[config.mk]
export PLATFORM = sky130hd
export DESIGN_NAME = rf_wb_scheduler
export DESIGN_NICKNAME = d
export VERILOG_FILES = /design/src/rtl/rf_wb_scheduler_pkg.sv /design/src/rtl/rf_wb_fifo.sv /design/src/rtl/rf_wb_scheduler.sv
export SDC_FILE = /design/constraint.sdc
export NUM_CORES = 1
export LEC_CHECK = 0
export ABC_CLOCK_PERIOD_IN_PS = 7400
export CAP_MARGIN = 20
export CORE_MARGIN = 1.5
export CORE_UTILIZATION = 45
export CTS_CLUSTER_DIAMETER = 100
export DETAILED_ROUTE_END_ITERATION = 7
export PLACE_DENSITY = 0.72
export SLEW_MARGIN = 10
export SYNTH_ARGS = -nofsm -noshare
export SYNTH_HDL_FRONTEND = slang
export SYNTH_SLANG_ARGS = --single-unit
[constraint.sdc]
create_clock -name clk -period 7.4 [get_ports clk]
set_input_delay 1.48 -clock clk [delete_from_list [all_inputs] [get_ports clk]]
set_output_delay 1.48 -clock clk [all_outputs]
set_load 0.05 [all_outputs]
[src/rtl/rf_wb_scheduler_pkg.sv]
// Shared widths and the buffered long-unit writeback payload.
package rf_wb_scheduler_pkg;

  localparam int unsigned REG_ADDR_W = 5;
  localparam int unsigned DATA_W     = 32;
  localparam int unsigned NUM_REGS   = 32;

  typedef struct packed {
    logic [REG_ADDR_W-1:0] rw;
    logic [DATA_W-1:0]     data;
  } wb_entry_t;

endpackage

[src/rtl/rf_wb_fifo.sv]
// Small synchronous FIFO buffering long-unit results until the write port is free.
module rf_wb_fifo
  import rf_wb_scheduler_pkg::*;
#(
  parameter int unsigned DEPTH = 2,
  localparam int unsigned PTR_W = $clog2(DEPTH),
  localparam int unsigned CNT_W = $clog2(DEPTH + 1)
) (
  input  logic             clk,
  input  logic             rst,
  input  logic             push,
  input  wb_entry_t        push_entry,
  input  logic             pop,
  output wb_entry_t        head,
  output logic [CNT_W-1:0] count
);

  wb_entry_t        mem_q [DEPTH];
  wb_entry_t        mem_d [DEPTH];
  logic [PTR_W-1:0] rd_ptr_q, rd_ptr_d;
  logic [PTR_W-1:0] wr_ptr_q, wr_ptr_d;
  logic [CNT_W-1:0] count_q, count_d;

  // Pointers wrap naturally because DEPTH is a power of two.
  always_comb begin
    mem_d    = mem_q;
    rd_ptr_d = rd_ptr_q;
    wr_ptr_d = wr_ptr_q;
    count_d  = count_q;
    if (push) begin
      mem_d[wr_ptr_q] = push_entry;
      wr_ptr_d        = wr_ptr_q + PTR_W'(1);
    end
    if (pop) begin
      rd_ptr_d = rd_ptr_q + PTR_W'(1);
    end
    case ({push, pop})
      2'b10:   count_d = count_q + CNT_W'(1);
      2'b01:   count_d = count_q - CNT_W'(1);
      default: count_d = count_q;
    endcase
  end

  always_ff @(posedge clk) begin
    if (!rst) begin
      mem_q    <= '{default: '0};
      rd_ptr_q <= '0;
      wr_ptr_q <= '0;
      count_q  <= '0;
    end else begin
      mem_q    <= mem_d;
      rd_ptr_q <= rd_ptr_d;
      wr_ptr_q <= wr_ptr_d;
      count_q  <= count_d;
    end
  end

  assign head  = mem_q[rd_ptr_q];
  assign count = count_q;

endmodule

[src/rtl/rf_wb_scheduler.sv]
// Arbitrates the register-file write port between the Wr stage and buffered
// long-unit results, and stalls ID on hazards against pending long writes.
module rf_wb_scheduler
  import rf_wb_scheduler_pkg::*;
#(
  parameter int unsigned LU_FIFO_DEPTH   = 2,
  parameter int unsigned STARVE_LIMIT    = 4,
  parameter int unsigned MAX_OUTSTANDING = 4
) (
  input  logic                  clk,
  input  logic                  rst,
  input  logic                  id_valid,
  input  logic [REG_ADDR_W-1:0] id_ra,
  input  logic [REG_ADDR_W-1:0] id_rb,
  input  logic [REG_ADDR_W-1:0] id_rw,
  input  logic                  id_wen,
  input  logic                  id_long,
  output logic                  id_stall,
  input  logic                  wb_wen,
  input  logic [REG_ADDR_W-1:0] wb_rw,
  input  logic [DATA_W-1:0]     wb_data,
  input  logic                  lu_valid,
  input  logic [REG_ADDR_W-1:0] lu_rw,
  input  logic [DATA_W-1:0]     lu_data,
  output logic                  lu_ready,
  output logic                  rf_wen,
  output logic [REG_ADDR_W-1:0] rf_rw,
  output logic [DATA_W-1:0]     rf_busw
);

  localparam int unsigned CNT_W = $clog2(LU_FIFO_DEPTH + 1);
  localparam int unsigned OUT_W = $clog2(MAX_OUTSTANDING + 1);
  localparam int unsigned STV_W = $clog2(STARVE_LIMIT + 1);

  logic [NUM_REGS-1:0] busy_q, busy_d;
  logic [OUT_W-1:0]    outstanding_q, outstanding_d;
  logic [STV_W-1:0]    starve_q, starve_d;

  logic [CNT_W-1:0] fifo_count;
  wb_entry_t        fifo_head;
  wb_entry_t        push_entry;
  logic             fifo_empty;
  logic             push, pop, iss;

  assign fifo_empty = (fifo_count == '0);
  assign push_entry = '{rw: lu_rw, data: lu_data};

  rf_wb_fifo #(.DEPTH(LU_FIFO_DEPTH)) u_fifo (
    .clk        (clk),
    .rst        (rst),
    .push       (push),
    .push_entry (push_entry),
    .pop        (pop),
    .head       (fifo_head),
    .count      (fifo_count)
  );

  // Write-port arbitration, hazard detection and scoreboard next state.
  always_comb begin
    id_stall      = 1'b1;
    lu_ready      = 1'b0;
    rf_wen        = 1'b0;
    rf_rw         = '0;
    rf_busw       = '0;
    push          = 1'b0;
    pop           = 1'b0;
    iss           = 1'b0;
    busy_d        = busy_q;
    outstanding_d = outstanding_q;
    starve_d      = starve_q;
    if (rst) begin
      lu_ready = (fifo_count < CNT_W'(LU_FIFO_DEPTH));
      push     = lu_valid & lu_ready;
      if (wb_wen) begin
        rf_wen  = 1'b1;
        rf_rw   = wb_rw;
        rf_busw = wb_data;
      end else if (!fifo_empty) begin
        pop     = 1'b1;
        rf_rw   = fifo_head.rw;
        rf_busw = fifo_head.data;
        rf_wen  = (fifo_head.rw != '0);
      end
      // Registered busy only: a same-cycle writeback does not release the stall.
      id_stall = id_valid & (((id_ra != '0) & busy_q[id_ra]) |
                             ((id_rb != '0) & busy_q[id_rb]) |
                             (id_wen & (id_rw != '0) & busy_q[id_rw]) |
                             (id_long & (outstanding_q == OUT_W'(MAX_OUTSTANDING))) |
                             (starve_q == STV_W'(STARVE_LIMIT)));
      iss = id_valid & id_long & id_wen & ~id_stall;
      if (pop) begin
        busy_d[fifo_head.rw] = 1'b0;
        outstanding_d        = outstanding_d - OUT_W'(1);
      end
      if (iss) begin
        if (id_rw != '0) begin
          busy_d[id_rw] = 1'b1;
        end
        outstanding_d = outstanding_d + OUT_W'(1);
      end
      if (fifo_empty || pop) begin
        starve_d = '0;
      end else if (wb_wen && (starve_q != STV_W'(STARVE_LIMIT))) begin
        starve_d = starve_q + STV_W'(1);
      end
    end
  end

  always_ff @(posedge clk) begin
    if (!rst) begin
      busy_q        <= '0;
      outstanding_q <= '0;
      starve_q      <= '0;
    end else begin
      busy_q        <= busy_d;
      outstanding_q <= outstanding_d;
      starve_q      <= starve_d;
    end
  end

endmodule

==> flow_metrics.py <==
metrics = {
    "job": {
        "cap_viol_max_count": 0,
    },
    "pwr": {
        "power_frac_clock_pct": 45.6,
        "p_switching_mw": 0.493,
        "p_leak_nw": 2.99,
        "pwr-share-comb_pct": 16.8,
        "power_density_mw_per_mm2": 207,
        "vdd_drop_max_v": 0.000156,
        "finalPower_mw": 1.78,
        "switching_share_pct": 27.8,
        "seqPwrFrac_pct": 37.6,
        "p_int_mw": 1.28,
    },
    "floorplan": {
        "die_area_mm2": 0.0153,
        "die_h_um": 124,
        "core_area_mm2": 0.0140,
        "die_w_um": 124,
        "start_util_pct": 46.7,
        "ioPinCount": 136,
        "std_cell_rows": 43,
    },
    "sta": {
        "slew_headroom_pct": 29.5,
        "period_needed_ns": 5.98,
        "worst_slew_pin_slew_ns": 1.06,
        "rsz0062_at_grt": "false",
        "setup-tns-final_ns": 0,
        "setup_viol": 0,
        "min_period_over_period_pct": 80.8,
        "holdWs_ns": 0.466,
        "drv_slew": 0,
        "fmax_mhz": 167,
        "hold_viol": 0,
        "finClkSkew_ns": 0.0114,
    },
    "grt": {
        "antenna_found_initial": 1,
        "use_met1_pct": 33.7,
        "grt_use_met2_pct": 41.3,
        "grt_pass1_vias": 6032,
        "grt_busiest_layer": "met2",
        "grt-ovfl-total": 0,
        "grt_use_total_pct": 25.6,
        "grt_max_degree": 122,
        "grt_pass1_wl_um": 30400,
        "use_met3_pct": 6.32,
    },
    "finish": {
        "instances_no_fill": 1057,
        "layout.nets": 965,
        "drive_above_1_share_pct": 10.6,
        "area_delta_synth_final_pct": 30.8,
        "fin_area_mm2": 0.00859,
    },
    "setup_path": {
        "crit_start": "id_rw[1]",
        "crit_slowest_cell": "clkdlybuf4s50_1",
        "start_kind": "input port",
        "crit_chain": "clkdlybuf4s50_1, buf_4, mux2_2, nand4_1, and4_1, a32oi_1, or3b_1, a21o_1, buf_12",
        "path_max_fanout": 16,
        "cp_top_family": "buffers and inverters",
        "rrSetupSlack_ns": 4.62,
        "critPathKind": "in -> out",
        "regToRegStartpoint": "starve_q[0]$_SDFFE_PP0P_",
        "endpoint_kind": "output pin",
        "arrival_ns": 4.50,
        "cp_num_buf_inv": 3,
        "slowest_delay_ns": 0.97,
        "crit_required_ns": 5.92,
    },
    "logic_synthesis": {
        "synthTopCellsByCount": "nand2_1, dfxtp_1, a21boi_0",
        "synth.avg_cell_area_um2": 8.68,
        "synth_top_cell_area_share_pct": 35.4,
        "synth-seq-area-share_pct": 35.4,
        "ys.flop_type": "dfxtp_1",
        "syn_area_mm2": 0.00656,
        "synthCells": 756,
        "synth.most_common_cell": "nand2_1",
        "async_reset_ff_share_pct": 0,
        "synth_seq_cells": 116,
        "synth_area_leaders": "dfxtp_1, nand2_1, a21boi_0",
        "yosysWarnings": 0,
        "syn-num-nets": 858,
        "synth_cell_types": 59,
        "synth_enable_flop_cells": 0,
        "synth_top_area_cell": "dfxtp_1",
    },
    "drt": {
        "totalWireLength_um": 18700,
        "num_vias": 6146,
        "wire_per_inst_um": 17.7,
        "route.detailed.drc": 0,
        "drtIter0Drc": 552,
        "vias_per_cell": 5.81,
        "ant_nets": 0,
        "firstDrtPassIters": 6,
    },
    "clock_tree": {
        "cts_tree": "done",
        "htreeDepth": 4,
        "hold_buffers": 0,
        "clk_pin_slew_ns": 0.06,
        "clk_latency_ns": 0.42,
        "clockBufferDepth": 2,
        "numCtsBuffers": 17,
        "cts_resized": 0,
        "cts_root_buffer": "clkbuf_16",
        "clock_sinks": 116,
        "postCtsSetupRepairBufs": 0,
    },
    "placed_design": {
        "dp_hpwl_um": 13200,
        "dpl_cell_area_mm2": 0.00796,
        "gp_congestion": 0.908,
        "io_buffers": 135,
        "place_inst": 1023,
    },
    "run_status": {
        "outcome": "finished clean",
    },
    "worst_hold_path": {
        "min_from": "u_fifo.mem_q[53]$_SDFFE_PN0P_",
        "hold_class": "reg -> reg",
    },
}
[sequential cells by signal, indices dropped and copies added (netlist names)]
name             flops
u_fifo.rd_ptr_q      1
busy_q              32
starve_q             3
u_fifo.mem_q        74
u_fifo.wr_ptr_q      1
outstanding_q        3
u_fifo.count         2
[placed cells by master, fill, tap and decap left out, types with 5 or more instances in the layout]
cell type and instances:
buf_4 10, dfxtp_1 115, o41ai_2 19, nand2_1 211, mux2i_1 51, clkbuf_16 18, o41ai_1 7, ha_1 6
nand2b_1 5, nor2b_1 9, o32ai_1 5, a21boi_0 76, inv_1 14, clkdlybuf4s50_1 133, mux4_2 14, o31ai_1 10
nand3_1 8, clkinvlp_4 5, o21ai_0 40, nor2_1 9, o211ai_1 31, mux2_2 5
[kinds of logic (layout without fill, tap and decap cells)]
family	Yosys count	count (layout)	synth area share (%)
adder cells (fa/ha/maj)	6	6	1.14
multiplexers	71	71	13.8
XOR/XNOR	5	5	0.667
flip-flops	116	116	35.4
AO/OA/AOI/OAI	207	207	25.5
buffers and inverters	73	193	4.82
other	0	1	0
AND/OR/NAND/NOR	278	278	18.6
[power by group through the flow]
| stage | Clock (mW) | Sequential (mW) | Combinational, mW |
|---|---|---|---|
| 2_1_floorplan | 0 | 0.670 | 0.190 |
| 3_3_place_gp | 0 | 0.679 | 0.290 |
| 3_5_place_dp | 0 | 0.680 | 0.297 |
| 4_1_cts | 0.818 | 0.667 | 0.298 |
| 5_1_grt | 0.848 | 0.670 | 0.324 |
| 6_report | 0.810 | 0.667 | 0.299 |
[tightest hold or removal path, stage by stage (launching register included)]
cell and delay, ns:
dfxtp_1 0.31, nand2_1 0.05, a21boi_0 0.06
[metal layers]
metal,share of wire [%],vias to the layer above
met5,0,-
met4,1.6,0
met3,7.4,22
met2,47,230
met1,44,2958
li1,-,2936
[through the flow]
step                util (%)  setup slack (ns)
finish                  61.2              1.42
global route            61.1              1.29
CTS                     60.9              1.29
detailed placement      56.7              1.28
global placement        56.7              1.47
floorplan                  -              2.14
[final cells by class]
cell class / instances / area [um^2]
repair buffers: 146 / 1460
inverters: 15 / 56.3
diodes: 1 / 2.50
clock buffers: 18 / 439
fillers: 1184 / 5460
clock inverters: 14 / 155
well taps: 180 / 225
flip-flops and latches: 116 / 2320
multi-input cells: 567 / 3930
[path summary, 6_finish.rpt]
kind	cells past startpoint	to
max reg2reg	9	busy_q[16]$_SDFF_PN0_
min reg2reg	2	u_fifo.mem_q[53]$_SDFFE_PN0P_
min	2	u_fifo.mem_q[53]$_SDFFE_PN0P_
max	9	id_stall
(Power assumes the default switching activity.)
